[config.mk]
export PLATFORM = sky130hd
export DESIGN_NAME = tmds_decode_align
export DESIGN_NICKNAME = d
export VERILOG_FILES = /design/src/rtl/tmds_pkg.sv /design/src/rtl/tmds_decode_align_word_decode.sv /design/src/rtl/tmds_decode_align.sv
export SDC_FILE = /design/constraint.sdc
export NUM_CORES = 1
export LEC_CHECK = 0
export BUFFER_PORTS_ARGS = -buffer_cell sky130_fd_sc_hd__clkbuf_2
export CAP_MARGIN = 5
export CORE_MARGIN = 2
export CORE_UTILIZATION = 35
export CTS_BUF_LIST = sky130_fd_sc_hd__clkbuf_4
export CTS_CLUSTER_SIZE = 14
export DETAILED_ROUTE_END_ITERATION = 12
export PLACE_DENSITY = 0.5
export SYNTH_ARGS = -nofsm -noshare
export SYNTH_HDL_FRONTEND = slang
export SYNTH_SLANG_ARGS = --single-unit
[constraint.sdc]
create_clock -name Pixl_CLK -period 5.53 [get_ports Pixl_CLK]
set_clock_uncertainty 0.1 [all_clocks]
set_input_delay 0.553 -clock Pixl_CLK [delete_from_list [all_inputs] [get_ports Pixl_CLK]]
set_output_delay 0.553 -clock Pixl_CLK [all_outputs]
set_load 0.02 [all_outputs]
[src/rtl/tmds_pkg.sv]
// Shared TMDS receive definitions: control tokens, align FSM states and the
// 10b->8b data decode used by the datapath.
package tmds_pkg;

    localparam logic [9:0] TOK_C00 = 10'b1101010100;
    localparam logic [9:0] TOK_C01 = 10'b0010101011;
    localparam logic [9:0] TOK_C10 = 10'b0101010100;
    localparam logic [9:0] TOK_C11 = 10'b1010101011;

    typedef enum logic [1:0] {
        ST_SEARCH = 2'd0,
        ST_SLIP   = 2'd1,
        ST_WAIT   = 2'd2,
        ST_LOCKED = 2'd3
    } state_t;

    typedef struct packed {
        logic       is_tok;
        logic [1:0] ctl;     // {C1, C0}
    } tok_class_t;

    function automatic tok_class_t classify(input logic [9:0] q);
        tok_class_t r;
        r.is_tok = 1'b1;
        r.ctl    = 2'b00;
        case (q)
            TOK_C00: r.ctl = 2'b00;
            TOK_C01: r.ctl = 2'b01;
            TOK_C10: r.ctl = 2'b10;
            TOK_C11: r.ctl = 2'b11;
            default: r.is_tok = 1'b0;
        endcase
        return r;
    endfunction

    // q[9] undoes the encoder's inversion, q[8] selects XOR vs XNOR chaining.
    function automatic logic [7:0] tmds_decode(input logic [9:0] q);
        logic [7:0] d;
        logic [7:0] o;
        d    = q[9] ? ~q[7:0] : q[7:0];
        o    = '0;
        o[0] = d[0];
        for (int i = 1; i < 8; i++) begin
            o[i] = q[8] ? (d[i] ^ d[i-1]) : ~(d[i] ^ d[i-1]);
        end
        return o;
    endfunction

endpackage

[src/rtl/tmds_decode_align_word_decode.sv]
// Two-stage registered datapath: stage 1 captures the word and its token
// class, stage 2 produces DE/C0/C1/pixel, zeroed whenever out_en_i is low.
module tmds_word_decode
    import tmds_pkg::*;
(
    input  logic       clk_i,
    input  logic       rst_i,
    input  logic [9:0] word_i,
    input  logic       out_en_i,
    output logic       s1_tok_o,
    output logic       de_o,
    output logic       c0_o,
    output logic       c1_o,
    output logic [7:0] pixel_o
);

    logic [9:0] word_q;
    tok_class_t cls_q;
    logic       de_q;
    logic       c0_q;
    logic       c1_q;
    logic [7:0] pixel_q;

    always_ff @(posedge clk_i) begin
        if (rst_i) begin
            word_q  <= '0;
            cls_q   <= '0;
            de_q    <= 1'b0;
            c0_q    <= 1'b0;
            c1_q    <= 1'b0;
            pixel_q <= '0;
        end else begin
            word_q <= word_i;
            cls_q  <= classify(word_i);
            if (!out_en_i) begin
                de_q    <= 1'b0;
                c0_q    <= 1'b0;
                c1_q    <= 1'b0;
                pixel_q <= '0;
            end else if (cls_q.is_tok) begin
                de_q    <= 1'b0;
                c1_q    <= cls_q.ctl[1];
                c0_q    <= cls_q.ctl[0];
                pixel_q <= '0;
            end else begin
                de_q    <= 1'b1;
                c0_q    <= 1'b0;
                c1_q    <= 1'b0;
                pixel_q <= tmds_decode(word_q);
            end
        end
    end

    assign s1_tok_o = cls_q.is_tok;
    assign de_o     = de_q;
    assign c0_o     = c0_q;
    assign c1_o     = c1_q;
    assign pixel_o  = pixel_q;

endmodule

[src/rtl/tmds_decode_align.sv]
// TMDS channel receiver: bit-slip word alignment on control tokens, then
// 2-cycle decode to pixel byte or C0/C1 with DE. O_Dbg_State exposes the FSM.
module tmds_decode_align
    import tmds_pkg::*;
#(
    parameter int LOCK_TOKENS    = 8,
    parameter int SEARCH_TIMEOUT = 4096,
    parameter int SLIP_WAIT      = 16
) (
    input  logic       Pixl_CLK,
    input  logic       Rst_Posedge,
    input  logic [9:0] I_Tmds_Word,
    output logic       O_Bitslip,
    output logic       O_Locked,
    output logic [3:0] O_Slip_Cnt,
    output logic       O_VGA_De,
    output logic       O_C0,
    output logic       O_C1,
    output logic [7:0] O_Pixel_Data,
    output logic [1:0] O_Dbg_State
);

    localparam int TOK_W  = $clog2(LOCK_TOKENS + 1);
    localparam int IDLE_W = $clog2(SEARCH_TIMEOUT + 1);
    localparam int WAIT_W = $clog2(SLIP_WAIT + 1);
    localparam logic [TOK_W-1:0]  TOK_MAX   = TOK_W'(LOCK_TOKENS);
    localparam logic [IDLE_W-1:0] IDLE_MAX  = IDLE_W'(SEARCH_TIMEOUT);
    localparam logic [WAIT_W-1:0] WAIT_LAST = WAIT_W'(SLIP_WAIT - 1);

    state_t            state_q;
    logic [TOK_W-1:0]  tok_cnt_q;
    logic [TOK_W-1:0]  tok_cnt_d;
    logic [IDLE_W-1:0] idle_cnt_q;
    logic [IDLE_W-1:0] idle_cnt_d;
    logic [WAIT_W-1:0] wait_cnt_q;
    logic [3:0]        slip_cnt_q;
    logic [3:0]        slip_cnt_d;
    logic              bitslip_q;
    logic              locked_q;
    logic              locked_d;
    logic              lock_hit;
    logic              timeout_hit;
    logic              s1_tok;

    // Lock state is decided on the stage-1 word so it lands on the same edge
    // as that word's stage-2 output.
    tmds_word_decode u_dec (
        .clk_i    (Pixl_CLK),
        .rst_i    (Rst_Posedge),
        .word_i   (I_Tmds_Word),
        .out_en_i (locked_d),
        .s1_tok_o (s1_tok),
        .de_o     (O_VGA_De),
        .c0_o     (O_C0),
        .c1_o     (O_C1),
        .pixel_o  (O_Pixel_Data)
    );

    always_comb begin
        tok_cnt_d  = '0;
        idle_cnt_d = '0;
        if (s1_tok) begin
            tok_cnt_d = (tok_cnt_q == TOK_MAX) ? tok_cnt_q : tok_cnt_q + TOK_W'(1);
        end else begin
            idle_cnt_d = (idle_cnt_q == IDLE_MAX) ? idle_cnt_q : idle_cnt_q + IDLE_W'(1);
        end
        lock_hit    = (state_q == ST_SEARCH) && (tok_cnt_d == TOK_MAX);
        timeout_hit = ((state_q == ST_SEARCH) || (state_q == ST_LOCKED)) &&
                      (idle_cnt_d == IDLE_MAX);
        locked_d    = lock_hit || ((state_q == ST_LOCKED) && !timeout_hit);
        slip_cnt_d  = (slip_cnt_q == 4'd9) ? 4'd0 : slip_cnt_q + 4'd1;
    end

    // O_Bitslip is a one-shot request with no acknowledge: the deserializer
    // takes it on the cycle it is high, and WAIT covers its settling time.
    always_ff @(posedge Pixl_CLK) begin
        if (Rst_Posedge) begin
            state_q    <= ST_SEARCH;
            tok_cnt_q  <= '0;
            idle_cnt_q <= '0;
            wait_cnt_q <= '0;
            slip_cnt_q <= '0;
            bitslip_q  <= 1'b0;
            locked_q   <= 1'b0;
        end else begin
            bitslip_q <= 1'b0;
            locked_q  <= locked_d;
            case (state_q)
                ST_SEARCH: begin
                    if (lock_hit) begin
                        state_q    <= ST_LOCKED;
                        slip_cnt_q <= '0;
                        tok_cnt_q  <= '0;
                        idle_cnt_q <= '0;
                    end else if (timeout_hit) begin
                        state_q    <= ST_SLIP;
                        bitslip_q  <= 1'b1;
                        slip_cnt_q <= slip_cnt_d;
                        tok_cnt_q  <= '0;
                        idle_cnt_q <= '0;
                    end else begin
                        tok_cnt_q  <= tok_cnt_d;
                        idle_cnt_q <= idle_cnt_d;
                    end
                end
                ST_SLIP: begin
                    state_q    <= ST_WAIT;
                    wait_cnt_q <= '0;
                end
                ST_WAIT: begin
                    tok_cnt_q  <= '0;
                    idle_cnt_q <= '0;
                    if (wait_cnt_q == WAIT_LAST) begin
                        state_q <= ST_SEARCH;
                    end else begin
                        wait_cnt_q <= wait_cnt_q + WAIT_W'(1);
                    end
                end
                ST_LOCKED: begin
                    if (timeout_hit) begin
                        state_q    <= ST_SLIP;
                        bitslip_q  <= 1'b1;
                        slip_cnt_q <= slip_cnt_d;
                        idle_cnt_q <= '0;
                    end else begin
                        idle_cnt_q <= idle_cnt_d;
                    end
                end
                default: state_q <= ST_SEARCH;
            endcase
        end
    end

    assign O_Bitslip   = bitslip_q;
    assign O_Locked    = locked_q;
    assign O_Slip_Cnt  = slip_cnt_q;
    assign O_Dbg_State = state_q;

endmodule

==> impl_results.md, run 1 <==
* Sink Count at 54
* Setup bufs post-CTS at 0
* Register bit count reported by yosys at 54
* Worst slew pin tran at 0.881 ns
* Distinct cells, synth at 60
* RSZ-0062 raised after global routing: no
* Leakage at 0.00119 µW
* Period utilization at 54.9%
* HP Class: in -> reg
* Vias in the first global route at 2,267
* Post-route DRC at 0
* Die Ht at 94.1 µm
* Fill count at 800
* Global-route wire length before repair at 10,900 µm
* Peak supply drop at 0.000133 V
* Worst slew margin at 41.3%
* Slew Limit Fails at 0
* Clk root buf: clkbuf_4
* Drt via density at 5.33
* Vias at 2,464
* Antenna-violating nets left at 0
* Clock transition at path regs at 0.16 ns
* Clk_lat worst skew at 0.38 ns
* P per Cell Area at 265 nW/µm²
* DRT Pass-1 Iters at 4
* Ports at 31
* Fin. Hold Viols at 0
* Register area share after synthesis at 38.0%
* Met3 usage at 2.89%
* Final Setup Violations at 0
* Ant diodes at 0
* Yosys warning count at 0
* Outcome: finished clean
* Total congestion overflow at 0
* Placeable Area at 7810 µm²
* DP HPWL at 4760 µm
* Synth area leader: dfxtp_1
* Count leader, synth: dfxtp_1
* CP Capture Type: flop
* H-tree levels at 2
* Fmax at 329 MHz
* CTS resizes at 0
* Syn_area_per_cell at 8.34 µm²
* Initial cell density of the core at 36.4%
* Critical Path Source Type: flop
* Buffers on Ports at 30
* WL/cell at 14.3 µm
* Top cells by count, synth: 54 x dfxtp_1, 30 x nor2_1, 28 x a21oi_1
* CTS tree: yes
* Syn Inst Count at 341
* Max cap viols at 0
* Worst-path fanout max at 19
* DR iter-0 viols at 135
* Final Wtd Congestion at 0.895
* Net count, final at 382
* Initial antenna violation count at 0
* Placed cell count at 454
* Synth top area share at 38.0%
* CP Class: reg -> reg
* Netlist Area Pre-Place at 2840 µm²
* Synth-to-layout area growth at 9.02%
* CTS Buf Count at 5
* Die area at 8860 µm²
* GR met1 Demand/Resource at 21.1%
* Crit path time final at 3.04 ns
* Pre-CTS WS at 2.51 ns
* Synth top area cells: dfxtp_1 38%, a21oi_1 4.9%, ha_1 4.8%
* Final TNS setup at 0 ns
* EDFF count, synth at 0
* Hold_buf cts at 0
* # rows at 32
* PnR worst setup slack at 2.49 ns
* GRT Total Usage at 15.7%
* Layout cells sized above 1 at 13.3%
* Largest net degree at the start of global routing at 43
* Top FF cell, synth: dfxtp_1
* Final Instance Count excl. Fillers at 462
* GR Util met2 at 24.8%
* Post-Route WL at 6590 µm
* Asr flop ratio synth at 0%
* Clk buf depth at 2
* Layer with the highest usage: met2
* WP data required at 5.77 ns
* Die width at 94.1 µm
* Worst Path Arrival at 3.28 ns
* Mapped Nets at 364
power breakdown:
part	leakage (µW)	internal (µW)	switching [µW]
clock network	0.0000354	52.4	133
registers	0.000438	408	27.3
logic	0.000714	72.8	127
total	0.00119	533	287
cells in the final DEF (no fill, tap or decap), types with 3 or more instances in the layout:
cell type  count
nand2_1       19
a31oi_1       13
a311oi_1       4
inv_1         19
nor4_1         3
clkbuf_4       5
o21ai_0        8
or3_1          3
a22oi_1        4
nand4_1        4
and3_1         5
dfxtp_1       54
nor3_1        26
nor2b_1       13
clkbuf_2      30
clkinv_4       3
xnor2_1       13
nor2_1        30
a21oi_1       28
nand3_1       12
ha_1          11
final cells by class:
cell class / instances / area, µm² / share of cell area (%)
Sequential cell: 54 / 1080 / 34.9
Timing Repair Buffer: 31 / 158 / 5.09
Inverter: 19 / 71.3 / 2.30
Multi-Input combinational cell: 248 / 1600 / 51.6
Clock inverter: 3 / 26.3 / 0.848
Tap cell: 102 / 128 / 4.12
Clock buffer: 5 / 37.5 / 1.21
cells by family after synthesis:
family                   count (synthesis)  share of synthesized area (%)
multiplexers                             3                           1.10
adder cells (fa/ha/maj)                 11                           4.84
AND/OR/NAND/NOR                        138                           27.1
flip-flops                              54                           38.0
buffers and inverters                   39                           5.77
AO/OA/AOI/OAI                           81                           18.5
XOR/XNOR                                15                           4.62
sequential cells by signal, indices dropped and copies added (netlist names):
signal          cells
u_dec.c0_o          1
u_dec.s1_tok_o      1
u_dec.c1_o          1
O_Slip_Cnt          4
wait_cnt_q          5
idle_cnt_q         13
O_Locked            1
u_dec.word_q       10
u_dec.pixel_o       8
u_dec.cls_q         2
tok_cnt_q           4
O_Bitslip           1
O_Dbg_State         2
u_dec.de_o          1
metal layers:
layer,vias to the layer above,wire length [µm]
li1,1267,-
met1,1146,3190
met2,47,3090
met3,4,253
met4,0,58
met5,-,0
per-stage QoR:
step                power (µW)  hold slack, ns  util (%)  area, µm²
floorplan                  589           0.304         -       2840
CTS                        831           0.284      39.7       3100
detailed placement         639           0.345      38.9       3040
global route               875           0.265      39.7       3100
finish                     820           0.305      39.7       3100
global placement           642           0.337      38.9       3040
path summary, 6_finish.rpt:
path	startpoint	endpoint	slack, ns	cells past startpoint
worst max-delay path	idle_cnt_q[0]$_SDFFE_PP0P_	O_Slip_Cnt[2]$_SDFFE_PP0P_	2.49	8
worst min-delay path	I_Tmds_Word[4]	u_dec.word_q[4]$_SDFF_PP0_	0.31	2
worst max register to register	idle_cnt_q[0]$_SDFFE_PP0P_	O_Slip_Cnt[2]$_SDFFE_PP0P_	2.49	8
worst min register to register	u_dec.cls_q[1]$_SDFF_PP0_	u_dec.c1_o$_SDFF_PP0_	0.34	2
critical path, cell delays in order, from the launching register on:
cell	delay (ns)
dfxtp_1	0.42
ha_1	0.32
nand4_1	0.27
or3_1	0.41
a211o_1	0.28
and2_4	0.14
nand4bb_4	0.38
or4_1	0.59
nand3_1	0.09
Note: power is estimated with default switching activity, not from simulation.
==> run 2: changes to the inputs <==
--- a/config.mk
+++ b/config.mk
@@ -12,7 +12,7 @@
 export CTS_BUF_LIST = sky130_fd_sc_hd__clkbuf_4
 export CTS_CLUSTER_SIZE = 14
 export DETAILED_ROUTE_END_ITERATION = 12
-export PLACE_DENSITY = 0.5
+export PLACE_DENSITY = 0.52
 export SYNTH_ARGS = -nofsm -noshare
 export SYNTH_HDL_FRONTEND = slang
 export SYNTH_SLANG_ARGS = --single-unit
==> constraint.sdc (replaced) <==
create_clock -name Pixl_CLK -period 2.6 [get_ports Pixl_CLK]
set_clock_uncertainty 0.1 [all_clocks]
set_input_delay 0.26 -clock Pixl_CLK [delete_from_list [all_inputs] [get_ports Pixl_CLK]]
set_output_delay 0.26 -clock Pixl_CLK [all_outputs]
set_load 0.02 [all_outputs]
==> run 2 against run 1 <==
Against the previous run: first-iteration DRC count rose by 1.5%; critical path type unchanged; critical endpoint unchanged; sequential share of layout area shrank 2.7 points; cell count increased by 6.3%; die area unchanged; fmax grew 23%; global-route usage is 1.2 points higher; clock power grew 120%; largest power group unchanged; sequential power increased by 110%; largest cell class unchanged; final area up 9.5%; core utilization is 3.8 points higher.
==> impl_results.md, run 2 (synthesis gave the netlist of run 1 again) <==
* Post-Route WL at 7150 µm
* WL/cell at 14.6 µm
* Final Setup Violations at 0
* Worst slew pin tran at 0.477 ns
* Slew Limit Fails at 0
* PnR worst setup slack at 0.122 ns
* Antenna-violating nets left at 0
* Max reg flops at 13
* Leakage at 0.00132 µW
* Die width at 94.1 µm
* RSZ-0062 raised after global routing: yes
* CTS tree: yes
* Initial antenna violation count at 0
* Vias at 2,625
* Critical Path Source Type: flop
* Hold WS at 0.0190 ns
* Register with the most flip-flops: idle_cnt_q
* Slowest CP cell: or4_1
* Pre-CTS WS at -0.00406 ns
* Crit path time final at 2.48 ns
* Placeable Area at 7810 µm²
* Clk buf depth at 2
* Final Instance Count excl. Fillers at 491
* Die Ht at 94.1 µm
* Die area at 8860 µm²
* Largest net degree at the start of global routing at 32
* Most common cell after layout, fill and taps aside: dfxtp_1
* FF+latch area at 1090 µm²
* Ant diodes at 0
* HP Class: in -> reg
* Total congestion overflow at 0
* Crit-path leading delay family: simple AND/OR/NAND/NOR gates
* Critical path, cell by cell: ha_2, nand4_1, or3_1, a211o_1, and2_4, nand4bb_4, or4_1, nand3_1
* # rows at 32
* Clk root buf: clkbuf_4
* Buffers on Ports at 30
* DR iter-0 viols at 137
* Worst slew margin at 68.1%
* Fmax at 404 MHz
* CP Class: reg -> reg
* Drt via density at 5.35
* Clk_lat worst skew at 0.38 ns
* Fill count at 812
* Fin area at 3390 µm²
* CP Capture Type: flop
* Multi-input gate area at 1670 µm²
* WP data required at 2.84 ns
* Vias in the first global route at 2,483
* Most frequent cells in the layout: 48 x dfxtp_1, 30 x nor2_1, 30 x clkbuf_2
* Placed cell count at 478
* Final Wtd Congestion at 0.835
* Worst-path fanout max at 5
* P per Cell Area at 540 nW/µm²
* Peak supply drop at 0.000213 V
* Layout cells sized above 1 at 23.4%
* H-tree levels at 2
* Post-route DRC at 0
* Clock transition at path regs at 0.17 ns
* Fin. Hold Viols at 0
* DP HPWL at 5200 µm
* CTS Buf Count at 5
* CP peak stage delay at 0.50 ns
* Outcome: finished clean
* DRT Pass-1 Iters at 4
* Final TNS setup at 0 ns
* Net count, final at 411
* Sink Count at 54
* DP Area at 3220 µm²
* Initial cell density of the core at 36.4%
* Max cap viols at 0
* Ports at 31
* Period utilization at 95.3%
* Worst Path Buf+Inv at 0
* Global-route wire length before repair at 11,900 µm
* Synth-to-layout area growth at 19.4%
* Worst Path Arrival at 2.72 ns
* GRT Total Usage at 16.9%
## run 2: cell types whose count changed in the layout (fill, tap and decap cells not counted), moves of 2 or more
cell | before | now
nor3_2 | 0 | 4
nor3_1 | 26 | 22
dfxtp_2 | 0 | 5
dlygate4sd3_1 | 0 | 2
dfxtp_1 | 54 | 48
clkinv_4 | 3 | 0
buf_4 | 1 | 26
## run 2: layer usage
layer	routed length (µm)	track usage (%)	share of wire, %
met1	3530	23.4	49
met2	3300	27.0	46
met3	235	2.73	3.3
met4	81	4.83	1.1
met5	0	0	0
## run 2: worst reg2reg max path: cells and delay by family, from the launching register on
| kind | cells | cell delay (ns) |
|---|---|---|
| compound gates | 1 | 0.28 |
| flops | 1 | 0.40 |
| simple gates | 6 | 1.44 |
| fa+ha+maj | 1 | 0.22 |
## run 2: final cells by class
| type | instances | area share (%) |
|---|---|---|
| Multi-Input combinational cell | 249 | 49.2 |
| Tap cell | 102 | 3.76 |
| Sequential cell | 54 | 32.2 |
| Clock buffer | 5 | 1.11 |
| Timing Repair Buffer | 59 | 11.1 |
| Clock inverter | 3 | 0.590 |
| Inverter | 19 | 2.10 |
## run 2: report_power, final
group	switching, µW	internal, µW	total [µW]
logic	299	201	500
registers	59.1	874	934
clock network	292	107	398
total	650	1180	1830
## run 2: worst paths after layout
check | to | from | slack, ns | cells after the start
hold reg to reg | u_dec.c1_o$_SDFF_PP0_ | u_dec.cls_q[1]$_SDFF_PP0_ | 0.33 | 2
setup reg to reg | O_Slip_Cnt[2]$_SDFFE_PP0P_ | idle_cnt_q[0]$_SDFFE_PP0P_ | 0.12 | 8
hold / removal | u_dec.word_q[6]$_SDFF_PP0_ | I_Tmds_Word[6] | 0.02 | 2
setup / recovery | O_Slip_Cnt[2]$_SDFFE_PP0P_ | idle_cnt_q[0]$_SDFFE_PP0P_ | 0.12 | 8
## run 2: metrics by stage
step	total power, µW	utilization [%]
floorplan	1260	-
global placement	1410	41.2
detailed placement	1410	41.2
CTS	1820	42.2
global route	1950	43.5
finish	1830	43.5
## run 2: repair_timing
action | in CTS | in global routing
setup buffers | 0 | 2
endpoints found under the setup margin | 1 | 18
hold endpoints to repair | 1 | 1
gates resized for setup | 6 | 15
gates cloned | 0 | 1
pin swaps | 0 | 5
hold buffers | 1 | 1
==> run 3: changes to the inputs <==
--- a/config.mk
+++ b/config.mk
@@ -5,11 +5,12 @@
 export SDC_FILE = /design/constraint.sdc
 export NUM_CORES = 1
 export LEC_CHECK = 0
-export BUFFER_PORTS_ARGS = -buffer_cell sky130_fd_sc_hd__clkbuf_2
+export BUFFER_PORTS_ARGS = -buffer_cell sky130_fd_sc_hd__buf_4
 export CAP_MARGIN = 5
 export CORE_MARGIN = 2
 export CORE_UTILIZATION = 35
 export CTS_BUF_LIST = sky130_fd_sc_hd__clkbuf_4
+export CTS_CLUSTER_DIAMETER = 40
 export CTS_CLUSTER_SIZE = 14
 export DETAILED_ROUTE_END_ITERATION = 12
 export PLACE_DENSITY = 0.52
==> run 3 against run 2 <==
Against the previous run: sequential power hardly changed; worst setup slack improved by 0.033 ns; fmax up 1.4%.
==> impl_results.md, run 3 (synthesis gave the netlist of run 1 again) <==
* Most common cell after layout, fill and taps aside: buf_4
* Fill count at 788
* Ports at 31
* Drt via density at 5.36
* Synth-to-layout area growth at 23.6%
* Max cap viols at 0
* Final Setup Violations at 0
* CTS tree: yes
* WL/cell at 14.4 µm
* Vias at 2,653
* Slew Limit Fails at 0
* Clk_lat worst skew at 0.39 ns
* Post-Route WL at 7140 µm
* Crit path time final at 2.44 ns
* Ant diodes at 0
* Clock transition at path regs at 0.16 ns
* GRT Total Usage at 16.5%
* Reg-to-reg endpoint: O_Dbg_State[0]$_SDFFE_PP0P_
* P per Cell Area at 532 nW/µm²
* Critical Path Source Type: flop
* Leakage at 0.00138 µW
* RSZ-0062 raised after global routing: no
* Placeable Area at 7810 µm²
* # rows at 32
* WHS Path Cells at 2
* Die Ht at 94.1 µm
* Antenna-violating nets left at 0
* Largest net degree at the start of global routing at 43
* Worst slew margin at 61.7%
* Post-layout util at 45.0%
* Register with the most flip-flops: idle_cnt_q
* DRT Pass-1 Iters at 4
* Min-delay src: I_Tmds_Word[8]
* Layout cells sized above 1 at 21.9%
* DR iter-0 viols at 104
* Post-route DRC at 0
* Vias in the first global route at 2,445
* Worst Path Arrival at 2.66 ns
* Clk buf depth at 2
* Final Wtd Congestion at 0.841
* Buffers on Ports at 30
* Net count, final at 415
* Max reg flops at 13
* CP Capture Type: flop
* Die area at 8860 µm²
* R2R Setup Slk at 0.16 ns
* DP HPWL at 4970 µm
* Total congestion overflow at 0
* Worst-path fanout max at 7
* Final TNS setup at 0 ns
* Worst Reg-to-Reg Cells at 10
* Outcome: finished clean
* Die width at 94.1 µm
* Sink Count at 54
* Clk root buf: clkbuf_4
* Peak supply drop at 0.000221 V
* Global-route wire length before repair at 11,500 µm
* Final Power at 1870 µW
* Period utilization at 94.0%
* HP Class: in -> reg
* CP Class: reg -> reg
* Hold Path End: u_dec.word_q[8]$_SDFF_PP0_
* Most frequent cells in the layout: 55 x buf_4, 48 x dfxtp_1, 30 x nor2_1
* CTS Buf Count at 5
* Fmax at 409 MHz
* Initial antenna violation count at 0
* WP data required at 2.81 ns
* R2r startpoint: idle_cnt_q[0]$_SDFFE_PP0P_
* Worst slew pin tran at 0.573 ns
* H-tree levels at 2
* Fin. Hold Viols at 0
* Initial cell density of the core at 36.4%
-- run 3: cell count changes in the layout (fill, tap and decap cells not counted), sizes merged --
cell         previous run  this run
buf                    27        55
clkinvlp                1         0
dlygate4sd3             2         9
inv                    20        21
nand4bb                 2         1
clkbuf                 35         5
-- run 3: layer usage --
layer | global-route usage, % | vias to the layer above | routed length (µm)
met2 | 25.8 | 51 | 3390
met1 | 22.4 | 1253 | 3360
met4 | 6.64 | 0 | 155
met5 | 0 | - | 0
met3 | 2.81 | 13 | 236
li1 | - | 1336 | -
-- run 3: worst max-delay path by stage --
| stage | start | endpoint | slack [ns] | cells after the start |
|---|---|---|---|---|
| global placement | idle_cnt_q[0]$_SDFFE_PP0P_ | O_Slip_Cnt[2]$_SDFFE_PP0P_ | 0.05 | 8 |
| global route | idle_cnt_q[0]$_SDFFE_PP0P_ | O_Slip_Cnt[3]$_SDFFE_PP0P_ | 0.000005 | 9 |
| CTS | idle_cnt_q[0]$_SDFFE_PP0P_ | O_Slip_Cnt[2]$_SDFFE_PP0P_ | 0.01 | 9 |
| finish | idle_cnt_q[0]$_SDFFE_PP0P_ | O_Dbg_State[0]$_SDFFE_PP0P_ | 0.16 | 10 |
| detailed placement | idle_cnt_q[0]$_SDFFE_PP0P_ | O_Slip_Cnt[2]$_SDFFE_PP0P_ | 0.02 | 8 |
| floorplan | idle_cnt_q[0]$_SDFFE_PP0P_ | O_Slip_Cnt[2]$_SDFFE_PP0P_ | 0.02 | 10 |
-- run 3: stage by stage --
| stage | instances | cell area [µm²] | setup slack, ns | hold WS, ns |
|---|---|---|---|---|
| 6_report | 495 | 3510 | 0.156 | 0.0700 |
| 4_1_cts | 493 | 3430 | 0.00954 | 0.0429 |
| 2_1_floorplan | 341 | 2850 | 0.0225 | 0.288 |
| 3_3_place_gp | 476 | 3280 | 0.0538 | 0.310 |
| 3_5_place_dp | 476 | 3280 | 0.0163 | 0.320 |
| 5_1_grt | 495 | 3510 | 0.00000511 | 0.0409 |
-- run 3: worst max-delay path, stage by stage, from the launching register on --
cell	delay, ns
dfxtp_4	0.41
inv_1	0.06
ha_1	0.18
and3b_1	0.17
and4_4	0.20
or3_4	0.34
a21oi_4	0.21
nand4bb_4	0.17
buf_4	0.20
a21o_1	0.15
a211oi_1	0.20
-- run 3: power by group --
part / switching (µW) / leakage, µW / internal [µW]
registers: 56.8 / 0.000441 / 877
clock network: 298 / 0.0000377 / 118
logic: 301 / 0.000896 / 218
-- run 3: cell type report --
class,instances,area [µm²],area share [%]
multi-input combinational,248,1650,47.0
sequential,54,1090,31.1
timing repair buffer,64,503,14.3
tap,102,128,3.63
inverter,19,71.3,2.03
clock buffer,5,37.5,1.07
clock inverter,3,28.8,0.819
-- run 3: repair_timing --
| action | 4_1_cts | 5_1_grt |
|---|---|---|
| resized for setup | 1 | 18 |
| buffers inserted | 0 | 2 |
| endpoints found under the setup margin | 1 | 27 |
| hold endpoints to repair | 9 | 0 |
| hold buffers | 9 | 0 |
| pin swaps | 0 | 3 |
